File: src/rtl/cnn_perf_monitor.sv
// Run-level performance monitor for a streaming CNN core: measures first/last
// output latency, output count, largest inter-valid gap, with timeout and overflow flags.
module cnn_perf_monitor #(
    parameter int EXP_COUNT = 4096,
    parameter int CNT_W     = 16,
    parameter int LAT_W     = 21,
    parameter int TIMEOUT   = 1048575
) (
    input  logic             clk,
    input  logic             rst,
    input  logic             start_i,
    input  logic             valid_i,
    output logic             busy_o,
    output logic             done_o,
    output logic [CNT_W-1:0] out_cnt_o,
    output logic [LAT_W-1:0] first_lat_o,
    output logic [LAT_W-1:0] total_lat_o,
    output logic [CNT_W-1:0] max_gap_o,
    output logic             overflow_o,
    output logic             timeout_o
);

    typedef enum logic [1:0] {IDLE, WAIT_FIRST, RUN, DONE} state_t;

    state_t           state;
    logic [LAT_W-1:0] lat_cnt;
    logic [CNT_W-1:0] gap_cnt;

    logic [LAT_W-1:0] lat_next;
    logic [CNT_W-1:0] gap_next;
    logic [CNT_W-1:0] cnt_next;
    logic             complete;
    logic             expired;

    // lat_next is the latency of a valid sampled on the coming edge.
    always_comb begin
        lat_next = (&lat_cnt) ? lat_cnt : lat_cnt + LAT_W'(1);
        gap_next = (&gap_cnt) ? gap_cnt : gap_cnt + CNT_W'(1);
        cnt_next = out_cnt_o + CNT_W'(1);
        complete = valid_i && (cnt_next == CNT_W'(EXP_COUNT));
        expired  = (lat_next == LAT_W'(TIMEOUT));
    end

    always_ff @(posedge clk) begin
        if (rst) begin
            state       <= IDLE;
            lat_cnt     <= '0;
            gap_cnt     <= '0;
            busy_o      <= 1'b0;
            done_o      <= 1'b0;
            out_cnt_o   <= '0;
            first_lat_o <= '0;
            total_lat_o <= '0;
            max_gap_o   <= '0;
            overflow_o  <= 1'b0;
            timeout_o   <= 1'b0;
        end else begin
            done_o <= 1'b0;
            case (state)
                IDLE, DONE: begin
                    if (start_i) begin
                        state       <= WAIT_FIRST;
                        busy_o      <= 1'b1;
                        lat_cnt     <= '0;
                        gap_cnt     <= '0;
                        out_cnt_o   <= '0;
                        first_lat_o <= '0;
                        total_lat_o <= '0;
                        max_gap_o   <= '0;
                        overflow_o  <= 1'b0;
                        timeout_o   <= 1'b0;
                    end else if (state == DONE && valid_i) begin
                        overflow_o <= 1'b1;
                    end
                end
                WAIT_FIRST, RUN: begin
                    lat_cnt <= lat_next;
                    if (valid_i) begin
                        out_cnt_o <= cnt_next;
                        gap_cnt   <= '0;
                        if (state == WAIT_FIRST)
                            first_lat_o <= lat_next;
                        else if (gap_cnt > max_gap_o)
                            max_gap_o <= gap_cnt;
                    end else begin
                        gap_cnt <= gap_next;
                    end
                    // Completion takes priority over a timeout on the same edge.
                    if (complete) begin
                        state       <= DONE;
                        busy_o      <= 1'b0;
                        done_o      <= 1'b1;
                        total_lat_o <= lat_next;
                    end else if (expired) begin
                        state       <= DONE;
                        busy_o      <= 1'b0;
                        done_o      <= 1'b1;
                        timeout_o   <= 1'b1;
                        total_lat_o <= LAT_W'(TIMEOUT);
                    end else if (valid_i) begin
                        state <= RUN;
                    end
                end
                default: begin
                    state  <= IDLE;
                    busy_o <= 1'b0;
                end
            endcase
        end
    end

endmodule

File: config.mk
export PLATFORM = sky130hd
export DESIGN_NAME = cnn_perf_monitor
export DESIGN_NICKNAME = d
export VERILOG_FILES = /design/src/rtl/cnn_perf_monitor.sv
export SDC_FILE = /design/constraint.sdc
export NUM_CORES = 1
export LEC_CHECK = 0
export BUFFER_PORTS_ARGS = -buffer_cell sky130_fd_sc_hd__buf_2
export CORE_UTILIZATION = 39
export CTS_CLUSTER_DIAMETER = 40
export DETAILED_ROUTE_END_ITERATION = 8
export GPL_TIMING_DRIVEN = 0
export PLACE_DENSITY_LB_ADDON = 0.08
export SYNTH_ARGS = -nofsm -noshare
export SYNTH_HDL_FRONTEND = slang
export SYNTH_SLANG_ARGS = --single-unit
File: constraint.sdc
create_clock -name clk -period 4.98 [get_ports clk]
set_input_delay 0.249 -clock clk [delete_from_list [all_inputs] [get_ports clk]]
set_output_delay 0.249 -clock clk [all_outputs]
set_load 0.1 [all_outputs]
# Word-level counts from Yosys, hierarchy flattened
# Cells that the tools add are included.
[classes] addsub=3 order_cmp=1 n_eq_ne=15 n_mux=36 n_bitwise=1 reduce_logical=17
[op_table] operator="$mux 21" count=6
[op_table] operator="$pmux 21 s2" count=3
[op_table] operator="$mux 16" count=7
[op_table] operator="$pmux 16 s2" count=3
[op_table] operator="$add 16x1->16 const B" count=2
[op_table] operator="$add 21x1->21 const B" count=1
[op_table] operator="$eq 21x20->1 const B" count=1
[op_table] operator="$reduce_and 21->1" count=1
[op_table] operator="$eq 16x13->1 const B" count=1
[op_table] operator="$gt 16x16->1" count=1
[op_table] operator="$reduce_and 16->1" count=1
[op_table] operator="$ne 2x2->1 const B" count=7
[op_table] operator="$mux 1" count=10
[op_table] operator="$reduce_and 2->1" count=5
[op_table] operator="$mux 2" count=4
[op_table] operator="$ne 3x3->1 const B" count=2
[op_table] operator="$reduce_and 3->1" count=2
[op_table] operator="$reduce_or 2->1" count=3
[op_table] operator="$eq 2x2->1 const B" count=2
[op_table] operator="$ne 4x4->1 const B" count=1
[op_table] operator="$pmux 1 s2" count=2
[op_table] operator="$pmux 2 s2" count=1
[op_table] operator="$reduce_and 4->1" count=1
[op_table] operator="$eq 2x1->1 const B" count=1
[op_table] operator="other kinds (4)" count=5
[totals] regBits=117 inputBits=4 out_inout_bits=78 elab_cells=84

# Depth between registers and ports, before layout
# Gate-level depths: netlist (run 1).
[depth] word_depth=6 depth_mapped=11 ltp_nobuf=10

# Worst setup path after synthesis (run 1)
# Ideal clock, no wire load.
[synth_path] path_type="reg2reg" from="register max_gap_o[1]" to="register max_gap_o[10]" setup_ps=128 arrival_time_ps=3152 required_ps=4852 slack_ps=1701 stages_incl_launch_ff=12 n_path_buf=1 synth_period_minus_slack_ps=3279 path_cell_list="dfxtp_1 -> inv_1 -> ha_1 -> nor2b_1 -> o21a_1 -> o21a_1 -> o21ai_0 -> a21oi_1 -> o31ai_2 -> buf_2 -> mux2i_1 -> nor2_1"
[synth_via] elab_chain_cells=3
[synth_lines] element="start, declared" line_no="18" rtl="output logic [CNT_W-1:0] max_gap_o,"
[synth_lines] element="start signal, assigned" line_no="84" rtl="max_gap_o <= gap_cnt;"
[synth_lines] element="$gt 16x16->1" line_no="83" rtl="else if (gap_cnt > max_gap_o)"
[synth_lines] element="$ne 2x2->1 (no source line)"
[synth_lines] element="$reduce_and 4->1 (no source line)"
# No other way between the ends.
# A chain may end at the register's enable or synchronous reset.

# Worst setup path in the final report (run 1)
[layout_path] from="register out_cnt_o[0]" to="register total_lat_o[14]"
[layout_via] elab_chain_cells=5 word_cells_on_any_way=7 classes_between="1 x add/sub; 2 x eq/ne; 2 x mux; 2 x reduce/logical"
[layout_lines] element="start, declared" line_no="15" rtl="output logic [CNT_W-1:0] out_cnt_o,"
[layout_lines] element="start signal, assigned" line_no="79" rtl="out_cnt_o <= cnt_next;"
[layout_lines] element="$add 16x1->16 (*)" line_no="39" rtl="cnt_next = out_cnt_o + CNT_W'(1);"
[layout_lines] element="$eq 16x13->1 (*)" line_no="40" rtl="complete = valid_i && (cnt_next == CNT_W'(EXP_COUNT));"
[layout_lines] element="$logic_and 1x1->1 (*)" line_no="40"
[layout_lines] element="$mux 21 / $ne 3x3->1 (equally long branches)"
[layout_lines] element="$pmux 21 s2 / $reduce_and 2->1 (equally long branches)"
[layout_lines] element="end signal, assigned" line_no="93" rtl="total_lat_o <= lat_next;"
[layout_lines] element="end signal, assigned" line_no="99" rtl="total_lat_o <= LAT_W'(TIMEOUT);"
[layout_lines] element="end, declared" line_no="17" rtl="output logic [LAT_W-1:0] total_lat_o,"
# Every way passes the cells marked *; elsewhere a longest branch is shown, timed or not.

==> results.ini, run 1 <==
[clocking]
insertion_delay_ns = 0.42
hold_buffers = 0
root_buffer = clkbuf_16
cts_tree = yes
cts.htree.levels = 4
clkSlewWorstSetupHoldPaths_ns = 0.06
post_cts_buffers = 0
post_cts_resized = 0
cts_buffers = 17
cts_buffer_depth = 2
cts.sinks = 117

[pwr]
switching_share = 0.366
clkPwrFrac = 0.420
total_power_w = 0.00308
ir_worst_vdd_uv = 324
p_int_w = 0.00195
power.leakage_nw = 3.12
powerDensity_mw_per_mm2 = 408
netSwitchingPower_w = 0.00113
comb_power_share = 0.258
pwr-share-seq = 0.322

[worst_setup_path]
cp.arrival_ns = 3.54
critPathMaxFanout = 10
criticalPathCategory = flop to flop
cp.required_ns = 5.29
start_kind = flop
worstSetupEndpointType = flop

[drt]
ant_nets = 0
dr.pass1.iters = 5
finalWirelength_mm = 18.6
routedWlPerCell_um = 17.0
vias = 5958
route.detailed.drc = 0
drt_iter0_markers = 432
via_per_inst = 5.45

[sta]
max_freq_mhz = 310
hold_violations = 0
final.setup.tns_ns = 0
holdWs_ns = 0.224
rsz0062_at_grt = false
setup_viol = 0
clock_skew_ns = 0.00993
maxSlewHeadroom = 0.438
fin_crit_sh = 0.648
worstMarginPinSlew_ns = 0.838
layout_setup_ws_ns = 1.75
final.min_clock_period_ns = 3.23
drv_slew = 0

[global_routing]
antenna_found_initial = 0
track_usage = 0.239
grt-ovfl-total = 0
grt_start_max_net_pins = 17
grt_pass1_wl_mm = 30.2
first_global_vias = 5690

[synthesis]
syn_inst = 772
ys_types = 75
synth_seq_cells = 117
yosysSeqAreaShare = 0.374
netlist_top_cells_area = dfxtp_1 37%, nor2_1 6.5%, a21oi_1 6.4%, ha_1 4.6%, nand2_1 4.4%
async_flop_share = 0
synth_top_cell_area_share = 0.374
synth-edff-count = 0
synth_area_per_cell_um2 = 8.11
synth_warnings = 0
synth_area_mm2 = 0.00626
synthesis.nets = 799
yosysTopAreaCell = dfxtp_1
synth_flop_cell = dfxtp_1

[floorplanning]
dieArea_mm2 = 0.0166
dieHeight_um = 129
placementRows = 45
pin_count = 82
core_mm2 = 0.0154
initial_core_util = 0.406
die_w_um = 129

[cells_and_area]
nFillCells = 1591
drive_gt1_frac = 0.183
fin_nets = 897
syn_to_final_growth_pct = 20.5
final_core_util = 0.489
diodes = 0

[min_path]
hp-class = primary input to flop

[run_status]
status = finished, final reports clean

[placed_design]
place_congestion = 0.903
place_ws_ns = 1.77
dp_hpwl_mm = 14.0
io_buffers = 79

[flow_run]
cap_violations = 0

-- worst paths after layout --
kind,startpoint,to,slack [ns],cells after the start
worst min register to register,first_lat_o[13],first_lat_o[13],0.46,2
worst min-delay path,valid_i,out_cnt_o[1],0.22,3
worst max register to register,out_cnt_o[0],total_lat_o[14],1.75,9
worst max-delay path,out_cnt_o[0],total_lat_o[14],1.75,9
-- power by group through the flow --
stage / Combinational, W / Clock [W] / Sequential [W]
6_report: 0.000795 / 0.00129 / 0.000991
5_1_grt: 0.000868 / 0.00137 / 0.000997
4_1_cts: 0.000792 / 0.00132 / 0.000992
3_5_place_dp: 0.000789 / 0 / 0.00101
3_3_place_gp: 0.000782 / 0 / 0.00101
2_1_floorplan: 0.000471 / 0 / 0.00108
-- cells by family after synthesis --
group | share of synthesized area
simple gates | 0.248
compound gates | 0.204
flops | 0.374
buf+inv | 0.0572
xor+xnor | 0.0378
fa+ha+maj | 0.0460
mux | 0.0328
-- cell usage after synthesis (2+ instances only) --
library cell,instances
o21a_1,6
nor2_1,109
nor3_1,20
a21o_1,8
a2111oi_0,2
a41oi_1,2
inv_1,28
o221a_2,11
nor2b_1,3
or3_1,11
dfxtp_1,117
a21oi_1,80
buf_6,4
a22oi_1,5
xnor2_1,13
a211oi_1,3
nand3_2,2
nor4_1,4
nand4_1,16
o21ai_0,24
a31oi_1,13
and3_1,15
xor2_1,14
nand3_1,29
buf_2,15
o211a_1,3
ha_1,23
mux2i_1,19
o31ai_1,3
nand2_1,73
and2_1,8
o221ai_1,2
nand2b_1,5
and4_1,5
clkbuf_1,31
o221a_1,5
o2111ai_1,3
-- layout make-up --
type	instances	area, um^2	area share
multi-input combinational	574	3560	0.472
sequential	117	2340	0.311
clock inverter	12	166	0.0221
buffer	52	249	0.0330
tap	211	264	0.0350
clock buffer	20	457	0.0606
timing repair buffer	79	395	0.0524
inverter	29	109	0.0144
-- routing by layer --
layer  vias to the layer above  global-route usage  share of wire
li1                       2955                   -              -
met2                       135               0.410           0.49
met4                         0              0.0616         0.0096
met1                      2854               0.302           0.46
met5                         -                   0              0
met3                        14              0.0532          0.038
-- critical path, cell delays in order (launching register included) --
cell and delay, ns:
dfxtp_1 0.46, ha_1 0.32, and3_1 0.33, nand4_1 0.21
o21bai_1 0.30, nand3_1 0.17, nor4b_4 0.57, nand2_2 0.28
buf_6 0.22, o221a_2 0.24
-- per-stage QoR --
stage / std cells / instance area (um^2)
after global placement: 1062 / 6920
after floorplan: 772 / 6260
after global routing: 1094 / 7540
after detailed placement: 1062 / 6920
final: 1094 / 7540
after CTS: 1094 / 7540
-- state kept, by name (all words and copies together) (netlist names), 2 cells and up --
register     count
total_lat_o     21
first_lat_o     21
state            2
out_cnt_o       16
max_gap_o       16
lat_cnt         21
gap_cnt         16
-- layout by cell type, fill, tap and decap left out, types with 4 or more instances in the layout --
master,n
dfxtp_1,117
nor2_1,109
buf_2,94
a21oi_1,80
nand2_1,73
clkbuf_1,32
nand3_1,29
inv_1,28
o21ai_0,24
ha_1,23
nor3_1,20
mux2i_1,19
clkbuf_16,17
nand4_1,16
and3_1,15
xor2_1,14
xnor2_1,13
a31oi_1,13
or3_1,11
o221a_2,11
and2_1,8
a21o_1,8
o21a_1,6
nand2b_1,5
a22oi_1,5
and4_1,5
o221a_1,5
nor4_1,4
buf_6,4
inv_6,4
Power figures use the tool's default switching activity.
==> run 2: changes to the inputs <==
==> constraint.sdc (replaced) <==
create_clock -name clk -period 3.3 [get_ports clk]
set_input_delay 0.165 -clock clk [delete_from_list [all_inputs] [get_ports clk]]
set_output_delay 0.165 -clock clk [all_outputs]
set_load 0.1 [all_outputs]
==> results.ini, run 2 (same netlist as run 1, synthesis figures left out) <==
[global_routing]
first_global_vias = 5690
grt_start_max_net_pins = 17
track_usage = 0.239
grt_pass1_wl_mm = 30.2
grt-ovfl-total = 0
antenna_found_initial = 0

[pwr]
switching_share = 0.366
comb_power_share = 0.258
powerDensity_mw_per_mm2 = 616
netSwitchingPower_w = 0.00170
ir_worst_vdd_uv = 488
clkPwrFrac = 0.420
power.leakage_nw = 3.12
p_int_w = 0.00295
pwr-share-seq = 0.322

[sta]
setup_viol = 0
final.setup.tns_ns = 0
holdWs_ns = 0.143
final.min_clock_period_ns = 3.06
worstMarginPinSlew_ns = 0.838
drv_slew = 0
max_freq_mhz = 327
clock_skew_ns = 0.00962
fin_crit_sh = 0.926
hold_violations = 0
maxSlewHeadroom = 0.438
rsz0062_at_grt = false

[run_status]
status = finished, final reports clean

[drt]
finalWirelength_mm = 18.7
drt_iter0_markers = 413
vias = 5973
ant_nets = 0
routedWlPerCell_um = 17.0
dr.pass1.iters = 5
via_per_inst = 5.45
route.detailed.drc = 0

[clocking]
root_buffer = clkbuf_16
cts_buffers = 17
post_cts_buffers = 0
cts_buffer_depth = 2
cts.sinks = 117
hold_buffers = 0
cts_tree = yes
insertion_delay_ns = 0.42
cts.htree.levels = 4
clkSlewWorstSetupHoldPaths_ns = 0.06
post_cts_resized = 0

[cells_and_area]
diodes = 0
drive_gt1_frac = 0.184
nFillCells = 1589
syn_to_final_growth_pct = 20.6
reg_top3 = first_lat_o (21), lat_cnt (21), total_lat_o (21)
final_core_util = 0.489
stdcell_area_mm2 = 0.00755
fin_nets = 898
final_cell_mix = 117 x dfxtp_1, 109 x nor2_1, 94 x buf_2
layout_commonest_cell = dfxtp_1

[placed_design]
io_buffers = 79
dp_hpwl_mm = 14.0
placed_area_mm2 = 0.00692
place_congestion = 0.903

[flow_run]
cap_violations = 0

[min_path]
hp-class = primary input to flop

[floorplanning]
dieHeight_um = 129
dieArea_mm2 = 0.0166
die_w_um = 129
initial_core_util = 0.406
core_mm2 = 0.0154
placementRows = 45
pin_count = 82

[worst_setup_path]
cp.required_ns = 3.66
start_kind = flop
critPathMaxFanout = 10
worstSetupEndpointType = flop
cp.arrival_ns = 3.41
critical-path-slowest-cell = dfxtp_1
critPathMaxStageDelay_ns = 0.45
path_cells = ha_1, and3_1, nand4_1, o21bai_1, nand3_1, nor4b_4, buf_4, a21oi_2, nor2_4, buf_6, o221a_1
criticalPathCategory = flop to flop

[run 2: cell count changes in the layout (fill, tap and decap cells not counted), sizes merged]
cell,delta
buf,+1
[run 2: path summary, 6_finish.rpt]
check	from	end	cells after the start	slack (ns)
worst max-delay path	out_cnt_o[0]	total_lat_o[17]	11	0.24
worst min-delay path	valid_i	out_cnt_o[1]	3	0.14
worst max register to register	out_cnt_o[0]	total_lat_o[17]	11	0.24
worst min register to register	first_lat_o[13]	first_lat_o[13]	2	0.46
[run 2: power groups by stage]
stage / Sequential (W) / Clock [W] / Combinational, W
4_1_cts: 0.00150 / 0.00199 / 0.00120
6_report: 0.00150 / 0.00195 / 0.00120
2_1_floorplan: 0.00163 / 0 / 0.000711
3_3_place_gp: 0.00153 / 0 / 0.00118
5_1_grt: 0.00150 / 0.00207 / 0.00131
3_5_place_dp: 0.00153 / 0 / 0.00119
[run 2: layout make-up]
class / instances / area, um^2 / area share
Clock inverter: 12 / 166 / 0.0220
Buffer: 52 / 249 / 0.0330
Tap cell: 211 / 264 / 0.0350
Clock buffer: 20 / 457 / 0.0605
Sequential cell: 117 / 2340 / 0.310
Inverter: 29 / 109 / 0.0144
Multi-Input combinational cell: 574 / 3560 / 0.471
Timing Repair Buffer: 80 / 403 / 0.0534
[run 2: worst max-delay path: cells and delay by family, from the launching register on]
family | cells | cell delay, ns
adders and majority gates | 1 | 0.32
DFF | 1 | 0.45
AOI/OAI and AO/OA | 3 | 0.55
and+or+nand+nor | 5 | 1.25
buffers and inverters | 2 | 0.41
[run 2: stage by stage]
| step | power, W | std cells | worst slack (ns) |
|---|---|---|---|
| final | 0.00465 | 1095 | 0.244 |
| after global routing | 0.00488 | 1095 | 0.0658 |
| after detailed placement | 0.00272 | 1062 | 0.0872 |
| after global placement | 0.00271 | 1062 | 0.223 |
| after floorplan | 0.00234 | 772 | 0.0205 |
| after CTS | 0.00468 | 1094 | 0.0718 |
[run 2: layer usage]
layer,vias up,track usage,share of wire
li1,2956,-,-
met1,2859,0.302,0.46
met2,146,0.410,0.49
met3,12,0.0532,0.040
met4,0,0.0616,0.0088
met5,-,0,0
==> run 3: changes to the inputs <==
--- a/config.mk
+++ b/config.mk
@@ -10,6 +10,7 @@
 export CTS_CLUSTER_DIAMETER = 40
 export DETAILED_ROUTE_END_ITERATION = 8
 export GPL_TIMING_DRIVEN = 0
+export MAX_ROUTING_LAYER = met4
 export PLACE_DENSITY_LB_ADDON = 0.08
 export SYNTH_ARGS = -nofsm -noshare
 export SYNTH_HDL_FRONTEND = slang
==> results.ini, run 3 (same netlist as run 1, synthesis figures left out) <==
[worst_setup_path]
worstSetupEndpointType = flop
cp.required_ns = 3.67
worst-r2r-setup-slack_ns = 0.13
critPathLaunch = lat_cnt[0]
rr_startpoint = lat_cnt[0]
critPathMaxFanout = 10
cp.arrival_ns = 3.55
start_kind = flop
criticalPathCategory = flop to flop
r2r_cells = 11
r2r-end = total_lat_o[15]
cp-endpoint = total_lat_o[15]

[sta]
layout_setup_ws_ns = 0.128
hold_violations = 0
final.min_clock_period_ns = 3.17
drv_slew = 0
final.setup.tns_ns = 0
rsz0062_at_grt = false
holdWs_ns = 0.136
clock_skew_ns = 0.00993
maxSlewHeadroom = 0.436
fin_crit_sh = 0.961
max_freq_mhz = 315
setup_viol = 0
worstMarginPinSlew_ns = 0.841

[cells_and_area]
final_core_util = 0.488
fin_nets = 899
multiInputGateArea_mm2 = 0.00356
syn_to_final_growth_pct = 20.3
drive_gt1_frac = 0.185
nFillCells = 1572
diodes = 0
reg_top3 = first_lat_o (21), lat_cnt (21), total_lat_o (21)
seq_area_mm2 = 0.00234
layout_commonest_cell = dfxtp_1
final_cell_mix = 117 x dfxtp_1, 109 x nor2_1, 94 x buf_2
stdcell_area_mm2 = 0.00753

[global_routing]
antenna_found_initial = 0
grt-ovfl-total = 0
grt_start_max_net_pins = 17
grt_pass1_wl_mm = 30.4
first_global_vias = 5765
track_usage = 0.247

[run_status]
status = finished, final reports clean

[clocking]
cts_buffer_depth = 2
clkSlewWorstSetupHoldPaths_ns = 0.06
cts.sinks = 117
cts_buffers = 17
root_buffer = clkbuf_16
hold_buffers = 0
post_cts_resized = 0
cts.htree.levels = 4
insertion_delay_ns = 0.43
cts_tree = yes

[pwr]
pwr-share-seq = 0.326
netSwitchingPower_w = 0.00175
power.leakage_nw = 3.12
switching_share = 0.382
ir_worst_vdd_uv = 424
powerDensity_mw_per_mm2 = 610
clkPwrFrac = 0.412
comb_power_share = 0.261
p_int_w = 0.00284

[placed_design]
place_congestion = 0.915
dp_hpwl_mm = 14.2
placed_area_mm2 = 0.00692
place_ws_ns = 0.121
io_buffers = 79

[floorplanning]
initial_core_util = 0.406
pin_count = 82
placementRows = 45
dieHeight_um = 129
die_w_um = 129
dieArea_mm2 = 0.0166
core_mm2 = 0.0154

[drt]
dr.pass1.iters = 4
finalWirelength_mm = 19.0
ant_nets = 0
route.detailed.drc = 0
vias = 6038
routedWlPerCell_um = 17.3
via_per_inst = 5.51
drt_iter0_markers = 349

[flow_run]
cap_violations = 0

[min_path]
hp-class = primary input to flop

-- run 3: cell count changes in the layout (fill, tap and decap cells not counted), sizes merged --
cell    change
buf         +1
bufinv      -1
clkbuf      -2
clkinv      -1
inv         +4
-- run 3: routing by layer --
metal  up-vias  GRT usage  wire length (um)  share of wire
met1      2893      0.296              8470           0.45
met5         -          -                 0              0
met4         0     0.0747               271          0.014
li1       2961          -                 -              -
met2       162      0.422              9370           0.49
met3        22     0.0441               868          0.046
-- run 3: critical path: stages (launching register included) --
cell and delay [ns]:
dfxtp_1 0.41, ha_1 0.38, and4_4 0.27, buf_6 0.13
nand2_1 0.10, o2111ai_1 0.28, xor2_1 0.25, nor4_1 0.57
a21oi_2 0.14, nor2_4 0.19, buf_6 0.19, o221a_1 0.19
-- run 3: repair_timing --
item                                    in CTS  in global routing
endpoints found under the setup margin       0                 10
buffers inserted                             0                  2
endpoints found under the hold margin        0                  0
-- run 3: worst min-delay path by stage --
stage / startpoint / end / slack [ns] / cells past startpoint
3_5_place_dp: first_lat_o[13] / first_lat_o[13] / 0.44 / 2
5_1_grt: valid_i / out_cnt_o[1] / 0.16 / 3
6_report: valid_i / out_cnt_o[1] / 0.14 / 3
4_1_cts: valid_i / out_cnt_o[1] / 0.13 / 3
3_3_place_gp: first_lat_o[6] / first_lat_o[6] / 0.44 / 2
2_1_floorplan: start_i / busy_o / 0.39 / 2
-- run 3: power groups by stage --
stage	Sequential [W]	Combinational [W]	Clock, W
floorplan	0.00163	0.000711	0
finish	0.00150	0.00120	0.00189
global route	0.00151	0.00132	0.00199
CTS	0.00150	0.00120	0.00192
detailed placement	0.00153	0.00119	0
global placement	0.00153	0.00118	0
-- run 3: cell type report --
class	count	share of cell area
multi-input cells	574	0.473
inverters	29	0.0145
clock inverters	14	0.0219
clock buffers	18	0.0570
plain buffers	52	0.0331
well taps	211	0.0351
flip-flops and latches	117	0.311
repair buffers	81	0.0545
-- run 3: per-stage QoR --
stage | std cells | power [W]
6_report | 1096 | 0.00459
3_5_place_dp | 1062 | 0.00272
2_1_floorplan | 772 | 0.00234
3_3_place_gp | 1062 | 0.00271
4_1_cts | 1094 | 0.00462
5_1_grt | 1096 | 0.00482
